--- config.mk ---
export PLATFORM = sky130hd
export DESIGN_NAME = song_sequencer_flat
export DESIGN_NICKNAME = d
export VERILOG_FILES = /design/src/rtl/synth_pkg.sv /design/src/rtl/song_sequencer_if.sv /design/src/rtl/tick_prescaler.sv /design/src/rtl/song_sequencer.sv /design/src/flat_wrapper.sv
export SDC_FILE = /design/constraint.sdc
export NUM_CORES = 2
export LEC_CHECK = 0
export CORE_UTILIZATION = 25
export CTS_CLUSTER_SIZE = 20
export DETAILED_ROUTE_END_ITERATION = 8
export GPL_TIMING_DRIVEN = 0
export HOLD_SLACK_MARGIN = 0.12
export PLACE_DENSITY = 0.43
export SKIP_CTS_REPAIR_TIMING = 1
export SLEW_MARGIN = 5
export SYNTH_ARGS = -nofsm -noshare
export SYNTH_HDL_FRONTEND = slang
export SYNTH_SLANG_ARGS = --single-unit
--- constraint.sdc ---
create_clock -name CLK -period 51.1 [get_ports CLK]
set_input_delay 7.665 -clock CLK [delete_from_list [all_inputs] [get_ports CLK]]
set_output_delay 7.665 -clock CLK [all_outputs]
set_load 0.005 [all_outputs]
--- src/rtl/synth_pkg.sv ---
// Shared types and constants for the song sequencer: FSM state encoding,
// step-memory geometry and the empty-keycode value driven when silent.
package synth_pkg;

    typedef enum logic [1:0] {
        IDLE  = 2'd0,
        FETCH = 2'd1,
        PLAY  = 2'd2,
        GAP   = 2'd3
    } seq_state_t;

    localparam int          NUM_STEPS   = 32;
    localparam logic [7:0]  KEY_EMPTY   = 8'h00;
    localparam logic [4:0]  LAST_STEP   = 5'd31;
    localparam logic [31:0] SONG_SILENT = {4{KEY_EMPTY}};

    // Duration words are stored as 16 bits and read back zero-extended.
    function automatic logic [31:0] dur_readback(input logic [15:0] dur);
        return {16'h0000, dur};
    endfunction

endpackage

--- src/rtl/song_sequencer_if.sv ---
// Word-addressed register bus into the song sequencer's note/duration memory.
interface song_sequencer_if;
    logic [5:0]  seq_address;
    logic        seq_write;
    logic [31:0] seq_writedata;
    logic [31:0] seq_readdata;

    modport master (
        output seq_address,
        output seq_write,
        output seq_writedata,
        input  seq_readdata
    );

    modport slave (
        input  seq_address,
        input  seq_write,
        input  seq_writedata,
        output seq_readdata
    );
endinterface

--- src/rtl/tick_prescaler.sv ---
// Tempo divider: counts 0..TICK_DIV-1 and flags the last count as a tick.
// clear restarts the count so a note's first tick is a full period away.
module tick_prescaler #(
    parameter int TICK_DIV = 50000
) (
    input  logic CLK,
    input  logic RESET,
    input  logic clear,
    output logic tick
);

    localparam int            CW   = (TICK_DIV > 1) ? $clog2(TICK_DIV) : 1;
    localparam logic [CW-1:0] LAST = CW'(TICK_DIV - 1);

    logic [CW-1:0] count_r;

    // Free-running divider with synchronous clear and wrap at the last count.
    always_ff @(posedge CLK or posedge RESET) begin
        if (RESET) begin
            count_r <= CW'(1'b0);
        end else if (clear) begin
            count_r <= CW'(1'b0);
        end else if (count_r == LAST) begin
            count_r <= CW'(1'b0);
        end else begin
            count_r <= count_r + CW'(1'b1);
        end
    end

    assign tick = (count_r == LAST);

endmodule

--- src/rtl/song_sequencer.sv ---
// Step sequencer that plays up to 32 four-key chords from a small memory.
// Each step holds its chord for dur ticks, then inserts GAP_TICKS of silence
// so the synth sees a release between repeated notes. A zero duration ends
// the song; loop_en decides between replay and stopping with a done pulse.
module song_sequencer
    import synth_pkg::*;
#(
    parameter int TICK_DIV  = 50000,
    parameter int GAP_TICKS = 10
) (
    input  logic                CLK,
    input  logic                RESET,
    song_sequencer_if.slave     bus,
    input  logic                start,
    input  logic                stop,
    input  logic                loop_en,
    output logic [31:0]         song,
    output logic                busy,
    output logic                done,
    output logic [4:0]          step
);

    localparam logic [15:0] GAP_LOAD = 16'(GAP_TICKS);

    logic [31:0] note_mem_r [NUM_STEPS];
    logic [15:0] dur_mem_r  [NUM_STEPS];

    seq_state_t  state_r, state_s;
    logic [4:0]  step_r, step_s;
    logic [31:0] song_r, song_s;
    logic        done_r, done_s;
    logic [15:0] rem_r, rem_s;

    logic        clear_s;
    logic        tick_s;
    logic [31:0] rd_data_s;
    logic [15:0] fetch_dur_s;
    logic [31:0] fetch_note_s;

    seq_state_t  adv_state_s;
    logic [4:0]  adv_step_s;
    logic        adv_done_s;

    tick_prescaler #(.TICK_DIV(TICK_DIV)) u_prescaler (
        .CLK   (CLK),
        .RESET (RESET),
        .clear (clear_s),
        .tick  (tick_s)
    );

    // Step memory: bus writes land in any state; the playing step keeps its
    // own latched copy, so edits show up only at that step's next fetch.
    always_ff @(posedge CLK or posedge RESET) begin
        if (RESET) begin
            for (int i = 0; i < NUM_STEPS; i++) begin
                note_mem_r[i] <= 32'h0000_0000;
                dur_mem_r[i]  <= 16'h0000;
            end
        end else if (bus.seq_write) begin
            if (bus.seq_address[5]) begin
                dur_mem_r[bus.seq_address[4:0]] <= bus.seq_writedata[15:0];
            end else begin
                note_mem_r[bus.seq_address[4:0]] <= bus.seq_writedata;
            end
        end
    end

    // Combinational bus readback of the addressed note or duration word.
    always_comb begin
        rd_data_s = 32'h0000_0000;
        if (bus.seq_address[5]) begin
            rd_data_s = dur_readback(dur_mem_r[bus.seq_address[4:0]]);
        end else begin
            rd_data_s = note_mem_r[bus.seq_address[4:0]];
        end
    end

    assign bus.seq_readdata = rd_data_s;
    assign fetch_dur_s      = dur_mem_r[step_r];
    assign fetch_note_s     = note_mem_r[step_r];

    // Where to go once a step's sound and silence are both finished.
    always_comb begin
        adv_state_s = FETCH;
        adv_step_s  = step_r + 5'd1;
        adv_done_s  = 1'b0;
        if (step_r == LAST_STEP) begin
            if (loop_en) begin
                adv_state_s = FETCH;
                adv_step_s  = 5'd0;
            end else begin
                adv_state_s = IDLE;
                adv_step_s  = step_r;
                adv_done_s  = 1'b1;
            end
        end else begin
            adv_state_s = FETCH;
        end
    end

    // Next-state and next-output logic; stop overrides start, start restarts.
    always_comb begin
        state_s = state_r;
        step_s  = step_r;
        song_s  = song_r;
        done_s  = 1'b0;
        rem_s   = rem_r;
        clear_s = (state_r == IDLE) || (state_r == FETCH);

        if (stop && (state_r != IDLE)) begin
            state_s = IDLE;
            song_s  = SONG_SILENT;
        end else if (start) begin
            state_s = FETCH;
            step_s  = 5'd0;
            song_s  = SONG_SILENT;
        end else begin
            case (state_r)
                IDLE: begin
                    state_s = IDLE;
                    song_s  = SONG_SILENT;
                end
                FETCH: begin
                    if (fetch_dur_s == 16'h0000) begin
                        // An empty song never loops, even with loop_en set.
                        if ((step_r != 5'd0) && loop_en) begin
                            state_s = FETCH;
                            step_s  = 5'd0;
                        end else begin
                            state_s = IDLE;
                            done_s  = 1'b1;
                        end
                    end else begin
                        state_s = PLAY;
                        song_s  = fetch_note_s;
                        rem_s   = fetch_dur_s;
                    end
                end
                PLAY: begin
                    if (tick_s) begin
                        if (rem_r == 16'd1) begin
                            song_s = SONG_SILENT;
                            if (GAP_TICKS == 0) begin
                                state_s = adv_state_s;
                                step_s  = adv_step_s;
                                done_s  = adv_done_s;
                            end else begin
                                state_s = GAP;
                                rem_s   = GAP_LOAD;
                            end
                        end else begin
                            rem_s = rem_r - 16'd1;
                        end
                    end else begin
                        rem_s = rem_r;
                    end
                end
                GAP: begin
                    if (tick_s) begin
                        if (rem_r == 16'd1) begin
                            state_s = adv_state_s;
                            step_s  = adv_step_s;
                            done_s  = adv_done_s;
                        end else begin
                            rem_s = rem_r - 16'd1;
                        end
                    end else begin
                        rem_s = rem_r;
                    end
                end
                default: begin
                    state_s = IDLE;
                    song_s  = SONG_SILENT;
                end
            endcase
        end
    end

    // State and output registers; reset aborts play without a done pulse.
    always_ff @(posedge CLK or posedge RESET) begin
        if (RESET) begin
            state_r <= IDLE;
            step_r  <= 5'd0;
            song_r  <= SONG_SILENT;
            done_r  <= 1'b0;
            rem_r   <= 16'h0000;
        end else begin
            state_r <= state_s;
            step_r  <= step_s;
            song_r  <= song_s;
            done_r  <= done_s;
            rem_r   <= rem_s;
        end
    end

    assign song = song_r;
    assign busy = (state_r != IDLE);
    assign done = done_r;
    assign step = step_r;

endmodule

--- src/flat_wrapper.sv ---
// flat-port wrapper written by rule: the top's interface ports become plain ports
module song_sequencer_flat import synth_pkg::*;
#(
    parameter int TICK_DIV  = 50000,
    parameter int GAP_TICKS = 10
)
  (CLK, RESET, start, stop, loop_en, song, busy, done, step, bus_seq_address, bus_seq_write, bus_seq_writedata, bus_seq_readdata);
  song_sequencer_if bus_i ();
  input  logic CLK;
  input  logic RESET;
  input  logic start;
  input  logic stop;
  input  logic loop_en;
  output logic [31:0] song;
  output logic busy;
  output logic done;
  output logic [4:0] step;
  input wire logic [$bits(bus_i.seq_address)-1:0] bus_seq_address;
  input wire logic [$bits(bus_i.seq_write)-1:0] bus_seq_write;
  input wire logic [$bits(bus_i.seq_writedata)-1:0] bus_seq_writedata;
  output wire logic [$bits(bus_i.seq_readdata)-1:0] bus_seq_readdata;
  assign bus_i.seq_address = bus_seq_address;
  assign bus_i.seq_write = bus_seq_write;
  assign bus_i.seq_writedata = bus_seq_writedata;
  assign bus_seq_readdata = bus_i.seq_readdata;
  song_sequencer #(.TICK_DIV(TICK_DIV), .GAP_TICKS(GAP_TICKS)) u_core (.CLK(CLK), .RESET(RESET), .bus(bus_i), .start(start), .stop(stop), .loop_en(loop_en), .song(song), .busy(busy), .done(done), .step(step));
endmodule
* Word-level counts from Yosys, hierarchy flattened *
Index checks and enable logic that the tools add are counted.

operators by class
  reduce and logical (&&, ||, !) cells = 17
  mux-type cells = 61
  equality and inequality tests = 20
  $add $sub $neg = 3
  bitwise gates (word level) = 5
  $lt $le $gt $ge = 3

operators with widths
  kind                   number
  $bwmux 1024            1
  $bwmux 512             1
  $mux 32                11
  $bmux 32 s5            2
  $mux 16                12
  $bmux 16 s5            2
  $demux 32 s5           1
  $pmux 32 s3            1
  $demux 16 s5           1
  $pmux 16 s3            1
  $mux 5                 7
  $add 16x1->16 const B  1
  $eq 16x1->1 const B    1
  $eq 16x16->1 const B   1
  $logic_not 16->1       1
  $ne 4x2->1 const B     4
  $sub 16x1->16 const B  1
  $mux 2                 7
  $reduce_and 7->1       2
  $ge 6x6->1 const B     2
  $not 5->6              2
  $mux 1                 11
  $pmux 5 s2             1
  $reduce_bool 5->1      2
  20 further kinds       33

word-level totals
  word-level logic and storage cells = 179
  input bits = 44
  output and inout port bits = 71
  flip-flop bits (word level) = 1608

* Longest topological paths before layout *
  depth in word-level cells = 9
  gate-level depth with buffers = 15
  mapped depth without buffers = 10

* Cells and area by module *
Synthesis repeated with hierarchy kept, for this count alone.

unflattened totals
  cells, all modules = 6186
  area total of the unflattened synthesis = 85515.8 um2

by module, submodules not included
  module          area each (um2)  cells an instance  sequential area each (um2)  instances
  song_sequencer  84690.0          6102               39838.2                     1
  tick_prescaler  825.8            84                 400.4                       1

* Worst setup path before layout *
OpenSTA, ideal clock, no wires.

  kind = input to output
  start point = input port bus_seq_address[0]
  end point = output port bus_seq_readdata[19]
  slack = 33.328 ns
  stages = 9
  path buffers = 6
  data required time = 43.435 ns
  arrival = 10.107 ns
  cell sequence = buf_2 -> buf_2 -> buf_2 -> buf_2 -> buf_1 -> buf_2 -> mux4_2 -> a22oi_1 -> a41oi_1

between the ends
  cells in the longest elaborated chain, start to end = 5

RTL lines
  item                                         line                  source
  start: declaration                           flat_wrapper.sv:18    input wire logic [$bits(bus_i.seq_address)-1:0] bus_seq_address;
  $not 5->6 (implied by the code)              song_sequencer.sv:74  rd_data_s = note_mem_r[bus.seq_address[4:0]];
  $bmux 32 s5                                  song_sequencer.sv:74
  $mux 32 (implied by the code) (2 in series)  song_sequencer.sv:74
  $mux 32                                      song_sequencer.sv:71  if (bus.seq_address[5]) begin
  end: declaration                             flat_wrapper.sv:21    output wire logic [$bits(bus_i.seq_readdata)-1:0] bus_seq_readdata;

Every way passes these cells. The select of a mux whose other input is x is not followed.

* Worst setup path after layout *
  start point = input port bus_seq_address[2]
  end point = output port bus_seq_readdata[9]

between the ends
  cells in the longest elaborated chain, start to end = 5
  elaborated cells between the ends (all ways) = 8
  classes of those cells = mux (7); bitwise (1)

RTL lines
  item                                                                           line
  $not 5->6 (implied by the code) *                                              song_sequencer.sv:72, song_sequencer.sv:74
  $bmux 32 s5 / $bmux 16 s5 (equally long branches)                              song_sequencer.sv:74, song_sequencer.sv:72
  $mux 32 (implied by the code) / $mux 16 (equally long branches) (2 in series)  song_sequencer.sv:74, song_sequencer.sv:72
  $mux 32 *                                                                      song_sequencer.sv:71

Mark *: on every way between the ends. The rest lies on a longest branch, timed or not. The select of a mux whose other input is x is not followed.

==> results_dict.tcl <==
set metrics [dict create \
    status "finished, violations left" \
    failed_checks "capacitance limit, slew limit" \
    globalRouteTotalUtil_pct 26.5 \
    async_flop_share_pct 100 \
    detail_route.wl_per_cell_um 42.5 \
    setup_viol 0 \
    drv_slew 87 \
    leakage_nw 42.3 \
    power_w 0.00365 \
    cts_root_buf "clkbuf_16" \
    whs_path_depth 1 \
    core_area_mm2 0.337 \
    dieArea_mm2 0.342 \
    final_cell_mix "dfrtp_1, mux2_2, mux4_2, clkbuf_1, mux2i_1" \
    finalSetupTns_ns 0 \
    start_kind "input pin" \
    synth-edff-count 0 \
    ant_nets 0 \
    ir_drop_mv 0.0259 \
    worstMarginPinSlew_ns 1.59 \
    period_share_pct 42.5 \
    hpwl_um 328000 \
    drive_gt1_share_pct 48.5 \
    cp_cell_sequence "clkdlybuf4s50_1 > clkbuf_1 > buf_1 > clkbuf_2 > buf_12 > clkbuf_1 > clkbuf_2 > a21oi_1 > nor2_1 > clkdlybuf4s50_1" \
    fp.dieW_um 585 \
    antenna_found_initial 48 \
    skew_ns 0.0739 \
    critical-path-top-delay-family "buffers and inverters" \
    io-pin-count 115 \
    grt_pass1_vias 62058 \
    max_stage_delay_ns 0.93 \
    ys_types 61 \
    critPathRequiredTime_ns 43.43 \
    firstDrtPassIters 9 \
    avgSynthCellArea_um2 14.9 \
    r2r-end "u_core.song[11]$_DFFE_PP0P_" \
    vias_per_cell 5.77 \
    yosys_warnings 0 \
    r2r_slack_ns 44.36 \
    synth_flop_cell "dfrtp_1" \
    r2r_start "u_core.step[2]$_DFFE_PP0P_" \
    syn-cell-area_mm2 0.0849 \
    wl_um 459000 \
    drcViolationCount 0 \
    synth_seq_cells 1608 \
    insertion_delay_ns 0.90 \
    die_h_um 585 \
    dp.cells 10433 \
    syn2layout_area_growth_pct 18.4 \
    fin_cells 10795 \
    nFillCells 33728 \
    fin_ws_ns 29.37 \
    synth_cells 5707 \
    path_clk_slew_ns 0.05 \
    fin_crit_ns 21.73 \
    fmax_mhz 46.0 \
    initialDrtViolationCount 7750 \
    worst_setup_path_end_kind "primary output" \
    nNetsFinal 6168 \
    critPathSlowestCell "clkbuf_1" \
    rr_worst_depth 12 \
    hold_class "register to register" \
    grt-ovfl-total 0 \
    crit_buf_inv 8 \
    row_count 213 \
    start_util_pct 25.2 \
    synth-seq-area-share_pct 47.4 \
    mostFrequentLayoutCell "dfrtp_1" \
    cap_viol_max_count 8 \
    num_vias 62243 \
    worstHoldStart "u_core.u_prescaler.count_r[0]$_DFF_PP0_" \
    hold_end "u_core.u_prescaler.count_r[0]$_DFF_PP0_" \
    gp_congestion 0.912 \
    grt_max_degree 40 \
    numPortBuffers 94 \
    rsz0062_at_grt "false" \
    path_max_fanout 10 \
    grt_pass1_wl_um 603000 \
    final_util_pct 29.8 \
    place_ws_ns 29.56 \
    p_per_area_mw_per_mm2 36.3 \
    crit_type "input pin to primary output" \
    maxSlewHeadroom_pct -5.69 \
    syn-num-nets 5757 \
    numClockSinks 1608 \
    arrival_ns 14.06 \
    hold_viol 0 \
    cts_buffer_depth 4 \
    cts_buffers 197 \
    cts_tree "yes" \
    htree_num_levels 4 \
]
==> registers in the layout, summed over array words and instances, names as in the netlist <==
name and count:
u_core.done 1, u_core.rem_r 16, u_core.dur_mem_r 512, u_core.u_prescaler.count_r 16
u_core.step 5, u_core.song 32, u_core.note_mem_r 1024, u_core.state_r 2
==> power by group <==
part           internal (W)  leakage (nW)  switching (W)
Clock              0.000827          3.14       0.000610
Sequential          0.00144          21.4       0.000134
Combinational      0.000317          17.7       0.000320
Total               0.00259          42.3        0.00106
==> worst max path at each step <==
stage	startpoint	end	slack, ns	cells past startpoint
6_report	bus_seq_address[2]	bus_seq_readdata[9]	29.37	10
5_1_grt	bus_seq_address[2]	bus_seq_readdata[9]	29.74	10
4_1_cts	bus_seq_address[2]	bus_seq_readdata[9]	29.57	10
3_5_place_dp	bus_seq_address[2]	bus_seq_readdata[9]	29.56	10
3_3_place_gp	RESET	u_core.u_prescaler.count_r[11]$_DFF_PP0_	9.77	2
2_1_floorplan	RESET	u_core.done$_DFF_PP0_	21.15	1
==> cells in the mapped netlist, types with 4 or more instances <==
master	instances	area [um^2]
dfrtp_1	1608	40200
mux2_2	1570	17700
mux4_2	717	16100
clkbuf_1	290	1090
mux2i_1	239	2390
buf_1	163	612
nand2_1	160	601
a22oi_1	147	1100
nor2_1	133	499
buf_2	107	536
a21oi_1	53	265
nand3_1	52	260
a22o_1	51	447
o221ai_1	45	394
o21ai_0	35	175
o22ai_1	35	219
inv_1	33	124
a221oi_1	29	254
nand4_1	22	138
nor3_1	20	100
buf_4	19	143
a31oi_1	16	100
nor2b_1	16	100
a41oi_1	12	105
buf_6	12	135
nand2b_1	11	68.8
and2_1	9	56.3
o31ai_1	9	67.6
and3_1	8	50.1
xor2_1	7	61.3
ha_1	6	75.1
o22a_1	6	52.6
xnor2_1	6	52.6
and4_1	4	35.0
nor4_1	4	25.0
o2111a_1	4	45.0
o21a_1	4	30.0
or3_1	4	25.0
==> logic make-up after synthesis <==
family          Yosys count  share of synthesized area, %
xor+xnor                 13                         0.134
mux                    2526                          42.7
fa+ha+maj                 6                        0.0885
simple gates            456                          2.46
flops                  1608                          47.4
compound gates          472                          4.10
buf+inv                 626                          3.12
==> final cells by class <==
cell class,instances,area (um^2),area share [%]
clock buffers,287,5730,5.70
clock inverters,55,579,0.577
multi-input cells,3473,42000,41.8
plain buffers,591,2730,2.71
inverters,35,135,0.135
well taps,4515,5650,5.62
flip-flops and latches,1608,40200,40.1
diodes,19,47.5,0.0473
repair buffers,212,3310,3.29
==> per-layer routing <==
layer  GRT usage [%]  vias to the layer above  wire length (um)  share of wire [%]
met3            7.09                     1027             42200                9.2
met5               0                        -               193              0.042
li1                -                    22942                 -                  -
met2            39.3                     3730            199000                 43
met4            14.6                       26             29600                6.4
met1            35.0                    34518            188000                 41
==> stage by stage <==
step | instance area [um^2] | hold slack, ns
6_report | 100000 | 0.454
2_1_floorplan | 84900 | 0.425
3_5_place_dp | 94100 | 0.454
3_3_place_gp | 91500 | 0.448
4_1_cts | 100000 | 0.461
5_1_grt | 100000 | 0.495
Note: power is estimated with default switching activity, not from simulation.
